[src/rtl/sensor_frame_sync_pkg.sv]
// Shared state encoding and default widths for the sensor frame-sync front stage.
package sensor_frame_sync_pkg;

  localparam int unsigned DEF_DATA_WIDTH = 12;
  localparam int unsigned DEF_PIX_BITS   = 14;
  localparam int unsigned DEF_LINE_BITS  = 14;
  localparam int unsigned DEF_FRAME_BITS = 4;

  typedef enum logic [1:0] {
    IDLE  = 2'd0,
    ARMED = 2'd1,
    FRAME = 2'd2
  } state_t;

endpackage

[src/rtl/sensor_frame_sync_sat_counter.sv]
// Saturating up-counter with synchronous clear (clear wins) and async reset.
module sat_counter
  import sensor_frame_sync_pkg::*;
#(
  parameter int unsigned WIDTH = DEF_PIX_BITS
) (
  input  logic             clk,
  input  logic             rst,
  input  logic             clr,
  input  logic             inc,
  output logic [WIDTH-1:0] count
);

  localparam logic [WIDTH-1:0] MAX = '1;

  always_ff @(posedge clk or posedge rst) begin
    if (rst) begin
      count <= '0;
    end else if (clr) begin
      count <= '0;
    end else if (inc && (count != MAX)) begin
      count <= count + WIDTH'(1);
    end
  end

endmodule

[src/rtl/sensor_frame_sync.sv]
// Frames the registered sensor stream: pixel/line/frame counts, sof/eof and a
// frame_sync pulse issued after a programmable number of completed lines.
module sensor_frame_sync
  import sensor_frame_sync_pkg::*;
#(
  parameter int unsigned DATA_WIDTH = DEF_DATA_WIDTH,
  parameter int unsigned PIX_BITS   = DEF_PIX_BITS,
  parameter int unsigned LINE_BITS  = DEF_LINE_BITS,
  parameter int unsigned FRAME_BITS = DEF_FRAME_BITS
) (
  input  logic                  pclk,
  input  logic                  rst,
  input  logic                  en,
  input  logic                  clr_err,
  input  logic                  vact_in,
  input  logic                  hact_in,
  input  logic [DATA_WIDTH-1:0] pxd_in,
  input  logic [LINE_BITS-1:0]  fsync_delay,
  output logic [DATA_WIDTH-1:0] pxd_out,
  output logic                  hact_out,
  output logic                  sof,
  output logic                  eof,
  output logic                  frame_sync,
  output logic [PIX_BITS-1:0]   pix_num,
  output logic [LINE_BITS-1:0]  line_num,
  output logic [FRAME_BITS-1:0] frame_num,
  output logic [PIX_BITS-1:0]   last_width,
  output logic [LINE_BITS-1:0]  last_height,
  output logic                  err_hact,
  output logic                  err_short
);

  localparam logic [PIX_BITS-1:0]  PIX_MAX  = '1;
  localparam logic [LINE_BITS-1:0] LINE_MAX = '1;

  state_t                 state, next_state;
  logic                   enter_frame, leave_frame;
  logic                   hact_gated, line_done, fire, err_hact_set;
  logic [PIX_BITS-1:0]    width_now, width_q;
  logic [LINE_BITS-1:0]   lines_next, delay_q;
  logic                   fired;

  always_ff @(posedge pclk or posedge rst) begin
    if (rst) state <= IDLE;
    else     state <= next_state;
  end

  // Next state plus per-cycle event decode; hact_out acts as the previous gated hact.
  always_comb begin
    next_state   = state;
    enter_frame  = 1'b0;
    leave_frame  = 1'b0;
    if (!en) begin
      next_state = IDLE;
    end else begin
      case (state)
        IDLE:    if (!vact_in) next_state = ARMED;
        ARMED:   if (vact_in) begin
                   next_state  = FRAME;
                   enter_frame = 1'b1;
                 end
        FRAME:   if (!vact_in) begin
                   next_state  = ARMED;
                   leave_frame = 1'b1;
                 end
        default: next_state = IDLE;
      endcase
    end
    hact_gated   = hact_in && ((state == FRAME) || enter_frame);
    line_done    = en && (state == FRAME) && hact_out && !hact_in;
    width_now    = (pix_num == PIX_MAX) ? pix_num : pix_num + PIX_BITS'(1);
    lines_next   = (line_done && (line_num != LINE_MAX)) ? line_num + LINE_BITS'(1) : line_num;
    fire         = (enter_frame && (fsync_delay == '0)) ||
                   (line_done && !fired && (lines_next == delay_q));
    err_hact_set = hact_in && !vact_in && ((state == ARMED) || (state == FRAME));
  end

  sat_counter #(.WIDTH(PIX_BITS)) u_pix_cnt (
    .clk   (pclk),
    .rst   (rst),
    .clr   (hact_gated && !hact_out),
    .inc   (hact_gated && hact_out),
    .count (pix_num)
  );

  sat_counter #(.WIDTH(LINE_BITS)) u_line_cnt (
    .clk   (pclk),
    .rst   (rst),
    .clr   (enter_frame),
    .inc   (line_done),
    .count (line_num)
  );

  always_ff @(posedge pclk or posedge rst) begin
    if (rst) begin
      pxd_out     <= '0;
      hact_out    <= 1'b0;
      sof         <= 1'b0;
      eof         <= 1'b0;
      frame_sync  <= 1'b0;
      frame_num   <= '0;
      last_width  <= '0;
      last_height <= '0;
      err_hact    <= 1'b0;
      err_short   <= 1'b0;
      width_q     <= '0;
      delay_q     <= '0;
      fired       <= 1'b0;
    end else begin
      pxd_out    <= pxd_in;
      hact_out   <= hact_gated;
      sof        <= enter_frame;
      eof        <= leave_frame;
      frame_sync <= fire;
      if (enter_frame) begin
        delay_q <= fsync_delay;
        fired   <= (fsync_delay == '0);
        width_q <= '0;
      end else begin
        if (fire)      fired   <= 1'b1;
        if (line_done) width_q <= width_now;
      end
      // A line finishing in the eof cycle belongs to the frame being closed.
      if (leave_frame) begin
        frame_num   <= frame_num + FRAME_BITS'(1);
        last_height <= lines_next;
        last_width  <= line_done ? width_now : width_q;
      end
      if (err_hact_set) err_hact <= 1'b1;
      else if (clr_err) err_hact <= 1'b0;
      if (leave_frame && !fired && !fire) err_short <= 1'b1;
      else if (clr_err)                   err_short <= 1'b0;
    end
  end

endmodule

[config.mk]
export PLATFORM = sky130hd
export DESIGN_NAME = sensor_frame_sync
export DESIGN_NICKNAME = d
export VERILOG_FILES = /design/src/rtl/sensor_frame_sync_pkg.sv /design/src/rtl/sensor_frame_sync_sat_counter.sv /design/src/rtl/sensor_frame_sync.sv
export SDC_FILE = /design/constraint.sdc
export NUM_CORES = 1
export LEC_CHECK = 0
export ABC_AREA = 1
export ABC_CLOCK_PERIOD_IN_PS = 5400
export CORE_MARGIN = 2
export CORE_UTILIZATION = 50
export CTS_CLUSTER_SIZE = 10
export DETAILED_ROUTE_END_ITERATION = 10
export PLACE_DENSITY = 0.79
export SETUP_SLACK_MARGIN = 0.1
export SYNTH_ARGS = -nofsm -noshare
export SYNTH_HDL_FRONTEND = slang
export SYNTH_SLANG_ARGS = --single-unit
[constraint.sdc]
create_clock -name pclk -period 5.4 [get_ports pclk]
set_clock_uncertainty 0.2 [all_clocks]
set_input_delay 1.08 -clock pclk [delete_from_list [all_inputs] [get_ports pclk]]
set_output_delay 1.08 -clock pclk [all_outputs]
set_load 0.01 [all_outputs]
==> impl_metrics.yaml, run 1 <==
run_status:
  status: "finished, final reports clean"
power:
  internal-power_mw: 1.39
  clkPwrFrac: 0.247
  p_leak_nw: 3.02
  p_sw_mw: 0.682
  sw_frac_of_total: 0.329
  p_total_mw: 2.07
  vdd_drop_max_v: 0.000175
  pwr-share-seq: 0.491
  powerDensity_nw_per_um2: 316
  pwr-share-comb: 0.262
critical_path:
  required_ns: 5.52
  critPathKind: "input pin to flop"
  r2r-start: "state[0]$_DFFE_PP0P_"
  rr_endpoint: "fired$_DFFE_PP0P_"
  cp-start-kind: "input pin"
  rrSetupSlack_ns: 2.33
  r2r_cells: 17
  cp_max_fo: 22
  cp-end-kind: "flop"
  worst-endpoint-arrival_ns: 3.63
synth:
  synth_top_family_by_area: "simple AND/OR/NAND/NOR gates"
  netlist-cell-type-count: 33
  synth_xor_area_frac: 0.0333
  syn-num-nets: 660
  seq_area_frac_synth: 0.531
  yosys-mux-area-fraction: 0
  syn_inst: 621
  synth_fa_ha_area_frac: 0.0170
  ys_seq_elements: 109
  synth_compound_area_frac: 0.0852
  synth_simple_gate_area_frac: 0.271
  postSynthAreaPerCell_sq_um: 8.28
  syn_area_sq_um: 5140
  ys_warn_count: 0
hold_path:
  hp-class: "flop to flop"
  hold_path_end: "last_height[7]$_DFFE_PP0P_"
  whs_path_depth: 2
  min-delay-start: "last_height[7]$_DFFE_PP0P_"
sta:
  fin_crit_sh: 0.650
  tightest_slew_ns: 0.893
  setup_tns_ns: 0
  fmax_mhz: 285
  setup_slack_ns: 1.89
  slew_headroom: 0.405
  finalSetupViolCount: 0
  period_needed_ns: 3.51
  hold_viol: 0
  rsz0062_at_grt: "no"
  final-max-slew-violation-count: 0
route:
  drc: 0
  drt_iter0_drc: 316
  ant_nets: 0
  num_vias: 4567
  wl_mm: 13.0
  via_per_inst: 5.26
  drtPass1Iterations: 6
  post_drt_wl_per_cell_um: 14.9
placed_design:
  place_congestion: 0.915
  io_buffers: 109
  dp_cells: 853
  hpwlAfterDp_mm: 9.80
  pre_cts_ws_ns: 1.55
floorplan:
  die_y_um: 105
  start_util: 0.507
  num_rows: 37
  die_w_um: 105
  io_pins: 110
  design.die.area_sq_um: 11100
  core_sq_um: 10100
global_route:
  grt_pass1_vias: 4423
  grt_max_degree: 75
  track_usage: 0.245
  grt_overflow: 0
  antenna_found_initial: 0
  grt_pass1_wl_mm: 21.5
clocking:
  clk-insertion-delay-late_ns: 0.38
  cts_tree: "done"
  post_cts_buffers: 0
  clkTransAtPathRegs_ns: 0.10
  cts_sinks: 109
  clockBufferDepth: 2
  hold_buffers: 0
  cts_max_level: 3
  cts_buffers: 9
  postCtsResizedCells: 0
  cts_root_buffer: "clkbuf_8"
final_layout:
  drive_gt1_frac: 0.0696
  stdcell_count: 869
  final_common_cell: "nand2_1"
  final_cell_mix: "173 x nand2_1, 109 x dfrtp_1, 109 x clkdlybuf4s50_1, 64 x nor2_1, 59 x inv_1"
  syn_to_final_growth_pct: 27.6
  final_core_util: 0.647
  antenna_cells: 0
  fin_nets: 767
job:
  maxCapViolCount: 0
-- worst max path at each step --
stage / from / to / cells past startpoint
finish: en / fired$_DFFE_PP0P_ / 16
CTS: en / err_short$_DFFE_PP0P_ / 15
global placement: en / fired$_DFFE_PP0P_ / 15
global route: en / fired$_DFFE_PP0P_ / 16
detailed placement: en / err_short$_DFFE_PP0P_ / 15
floorplan: rst / delay_q[0]$_DFFE_PP0P_ / 1
-- worst max-delay path, stage by stage --
cell and delay [ns]:
clkdlybuf4s50_1 0.50, nand2_1 0.11, nor3_4 0.13, buf_4 0.28
inv_2 0.08, nor2_2 0.49, nand2_1 0.16, nand2_1 0.17
nand2_1 0.06, nand2_1 0.09, nand3_1 0.08, nor2_1 0.11
nand2_1 0.10, nand2_1 0.07, nand2_1 0.04, nand2_1 0.06
-- per-stage QoR --
step,instance area [sq um],hold WS (ns)
global route,6560,0.319
CTS,6560,0.298
global placement,6360,0.262
detailed placement,6360,0.273
floorplan,5140,0.279
finish,6560,0.293
-- kinds of logic (layout without fill, tap and decap cells) --
family,count (synthesis),in the layout
flops,109,109
fa+ha+maj,7,7
compound gates,82,82
xor+xnor,18,18
buf+inv,82,194
simple gates,323,323
-- routing by layer --
metal  part of all wire  wire [um]  track usage  vias up
li1                   -          -            -     2203
met1               0.45       5870        0.350     2143
met2               0.46       5960        0.381      196
met3              0.066        854       0.0365       25
met4              0.022        290       0.0933        0
met5                  0          0            0        -
-- power by group through the flow --
| stage | Sequential, mW | Combinational (mW) | Clock [mW] |
|---|---|---|---|
| global route | 1.03 | 0.607 | 0.548 |
| floorplan | 1.04 | 0.281 | 0 |
| finish | 1.02 | 0.544 | 0.512 |
| global placement | 1.03 | 0.537 | 0 |
| CTS | 1.02 | 0.545 | 0.516 |
| detailed placement | 1.03 | 0.543 | 0 |
-- state kept, by name, indices dropped and copies added, names as in the netlist --
name,flops
delay_q,14
eof,1
err_hact,1
err_short,1
fired,1
frame_num,4
frame_sync,1
hact_out,1
last_height,14
last_width,14
pxd_out,12
sof,1
state,2
u_line_cnt.count,14
u_pix_cnt.count,14
width_q,14
-- area by class of cell --
type / count / area [sq um]
clock buffers: 11 / 131
clock inverters: 5 / 67.6
fillers: 874 / 3580
inverters: 65 / 246
multi-input cells: 430 / 2100
flip-flops and latches: 109 / 2730
well taps: 136 / 170
repair buffers: 113 / 1120
-- Yosys cell counts, drive strengths merged --
library cell | count | area (sq um)
nand2 | 184 | 718
dfrtp | 109 | 2730
nor2 | 72 | 288
inv | 65 | 244
o21ai | 63 | 315
nand3 | 41 | 210
xor2 | 13 | 114
nand4 | 11 | 75.1
o22ai | 11 | 68.8
clkbuf | 10 | 37.5
buf | 7 | 43.8
ha | 7 | 87.6
or2 | 6 | 37.5
nor3 | 5 | 36.3
a21oi | 4 | 20.0
xnor2 | 4 | 35.0
nor4 | 3 | 18.8
a32o | 1 | 10.0
o21a | 1 | 7.51
o31ai | 1 | 7.51
o32ai | 1 | 8.76
or4 | 1 | 7.51
xnor3 | 1 | 22.5
Note: power is estimated with default switching activity, not from simulation.
==> run 2: changes to the inputs <==
--- a/config.mk
+++ b/config.mk
@@ -6,7 +6,7 @@
 export NUM_CORES = 1
 export LEC_CHECK = 0
 export ABC_AREA = 1
-export ABC_CLOCK_PERIOD_IN_PS = 5400
+export ABC_CLOCK_PERIOD_IN_PS = 3310
 export CORE_MARGIN = 2
 export CORE_UTILIZATION = 50
 export CTS_CLUSTER_SIZE = 10
==> constraint.sdc (replaced) <==
create_clock -name pclk -period 3.31 [get_ports pclk]
set_clock_uncertainty 0.2 [all_clocks]
set_input_delay 0.662 -clock pclk [delete_from_list [all_inputs] [get_ports pclk]]
set_output_delay 0.662 -clock pclk [all_outputs]
set_load 0.01 [all_outputs]
==> run 2 against run 1 <==
Combinational power increased by 65%; power increased by 60%; die area unchanged; critical path depth increased by 1; clock-buffer cell count unchanged; first-iteration DRC count decreased by 18%; clock power increased by 50%; core utilization increased by 0.46 points; setup slack got worse by 1.3 ns; critical path type unchanged; largest power group unchanged.
==> impl_metrics.yaml, run 2 (synthesized netlist as in run 1, its figures left out) <==
run_status:
  status: "finished, final reports clean"
final_layout:
  regArea_sq_um: 2730
  n_fill_cell: 853
  syn_to_final_growth_pct: 28.5
  drive_gt1_frac: 0.0772
  multiInputGateArea_sq_um: 2100
  final_core_util: 0.652
  final_cell_mix: "173 x nand2_1, 109 x dfrtp_1, 109 x clkdlybuf4s50_1, 64 x nor2_1, 59 x inv_1"
  fin_nets: 772
  final_common_cell: "nand2_1"
  antenna_cells: 0
floorplan:
  io_pins: 110
  start_util: 0.507
  die_y_um: 105
  design.die.area_sq_um: 11100
  die_w_um: 105
  core_sq_um: 10100
  num_rows: 37
critical_path:
  r2r_cells: 16
  worstPathCellList: "clkdlybuf4s50_1, nand2_1, nor3_4, inv_2, nor2_2, buf_4, nand2_1, nand2_1, nand2_1, nand2_1, nor2_1, nand2_1, nor2_1, nand2_1, nand2_1, nand2_1, nand2_1"
  cp-end-kind: "flop"
  cp_max_fo: 12
  required_ns: 3.39
  cpPeakStageDelay_ns: 0.52
  r2r-start: "u_line_cnt.count[1]$_DFF_PP0_"
  crit_buf_inv: 3
  critPathKind: "input pin to flop"
  crit_top_cell: "nand2_1"
  rr_endpoint: "err_short$_DFFE_PP0P_"
  worst-endpoint-arrival_ns: 2.80
  timing.critical_path.max_delay_family: "simple AND/OR/NAND/NOR gates"
  crit_slowest_cell: "clkdlybuf4s50_1"
  cp-start-kind: "input pin"
  rrSetupSlack_ns: 0.64
placed_design:
  io_buffers: 109
  hpwlAfterDp_mm: 10.3
  place_congestion: 0.901
clocking:
  cts_max_level: 3
  clk-insertion-delay-late_ns: 0.38
  hold_buffers: 0
  postCtsResizedCells: 0
  clockBufferDepth: 2
  cts_root_buffer: "clkbuf_8"
  clkTransAtPathRegs_ns: 0.11
  cts_tree: "done"
  cts_sinks: 109
  cts_buffers: 9
  post_cts_buffers: 0
route:
  drt_iter0_drc: 260
  drtPass1Iterations: 5
  ant_nets: 0
  post_drt_wl_per_cell_um: 15.3
  via_per_inst: 5.15
  wl_mm: 13.4
  drc: 0
  num_vias: 4498
power:
  clkPwrFrac: 0.231
  p_leak_nw: 3.06
  powerDensity_nw_per_um2: 503
  pwr-share-seq: 0.499
  vdd_drop_max_v: 0.000267
  pwr-share-comb: 0.270
  sw_frac_of_total: 0.333
  internal-power_mw: 2.22
  p_sw_mw: 1.11
hold_path:
  hold_path_end: "frame_num[3]$_DFFE_PP0P_"
  whs_path_depth: 1
  min-delay-start: "frame_num[3]$_DFFE_PP0P_"
  hp-class: "flop to flop"
sta:
  hold_viol: 0
  tightest_slew_ns: 0.689
  slew_headroom: 0.540
  fin_crit_sh: 0.822
  fmax_mhz: 367
  setup_tns_ns: 0
  final-max-slew-violation-count: 0
  period_needed_ns: 2.72
  finalSetupViolCount: 0
  rsz0062_at_grt: "no"
job:
  maxCapViolCount: 0
global_route:
  grt_max_degree: 58
  track_usage: 0.257
  grt_pass1_wl_mm: 22.3
  grt_overflow: 0
  grt_pass1_vias: 4401
  antenna_found_initial: 0
run 2: metal layers:
layer / global-route usage / routed length (um) / vias up
met3: 0.0377 / 638 / 15
met5: 0 / 0 / -
met1: 0.367 / 6140 / 2138
met4: 0.0933 / 227 / 0
li1: - / - / 2217
met2: 0.401 / 6360 / 128
run 2: stage by stage:
step / power (mW) / std cells / setup WS (ns) / hold slack, ns / area [sq um]
floorplan: 2.15 / 621 / 1.09 / 0.279 / 5140
global placement: 2.57 / 858 / 0.246 / 0.261 / 6420
detailed placement: 2.58 / 858 / 0.216 / 0.273 / 6420
CTS: 3.35 / 874 / 0.624 / 0.291 / 6610
global route: 3.53 / 874 / 0.360 / 0.318 / 6610
finish: 3.32 / 874 / 0.589 / 0.290 / 6610
run 2: cell type report:
cell class / instances / share of cell area
clock buffer: 11 / 0.0214
inverter: 65 / 0.0375
tap: 136 / 0.0258
clock inverter: 5 / 0.00606
sequential: 109 / 0.413
timing repair buffer: 118 / 0.179
multi-input combinational: 430 / 0.317
run 2: worst max-delay path by stage:
stage,startpoint,to,slack [ns],depth (start not counted)
6_report,en,fired$_DFFE_PP0P_,0.59,17
5_1_grt,en,err_short$_DFFE_PP0P_,0.36,14
3_5_place_dp,en,fired$_DFFE_PP0P_,0.22,17
2_1_floorplan,u_line_cnt.count[0]$_DFF_PP0_,err_short$_DFFE_PP0P_,1.09,17
4_1_cts,en,fired$_DFFE_PP0P_,0.62,17
3_3_place_gp,en,fired$_DFFE_PP0P_,0.25,17
run 2: power by group through the flow:
stage / clock network (mW) / registers [mW] / logic (mW)
floorplan: 0 / 1.70 / 0.459
global placement: 0 / 1.68 / 0.892
detailed placement: 0 / 1.68 / 0.896
CTS: 0.790 / 1.66 / 0.902
global route: 0.845 / 1.69 / 1.00
finish: 0.766 / 1.66 / 0.897
run 2: worst reg2reg max path, delay by kind of cell, from the launching register on:
family | cells | cell delay [ns]
buffers and inverters | 2 | 0.26
DFF | 1 | 0.45
and+or+nand+nor | 13 | 1.37
adders and majority gates | 1 | 0.31
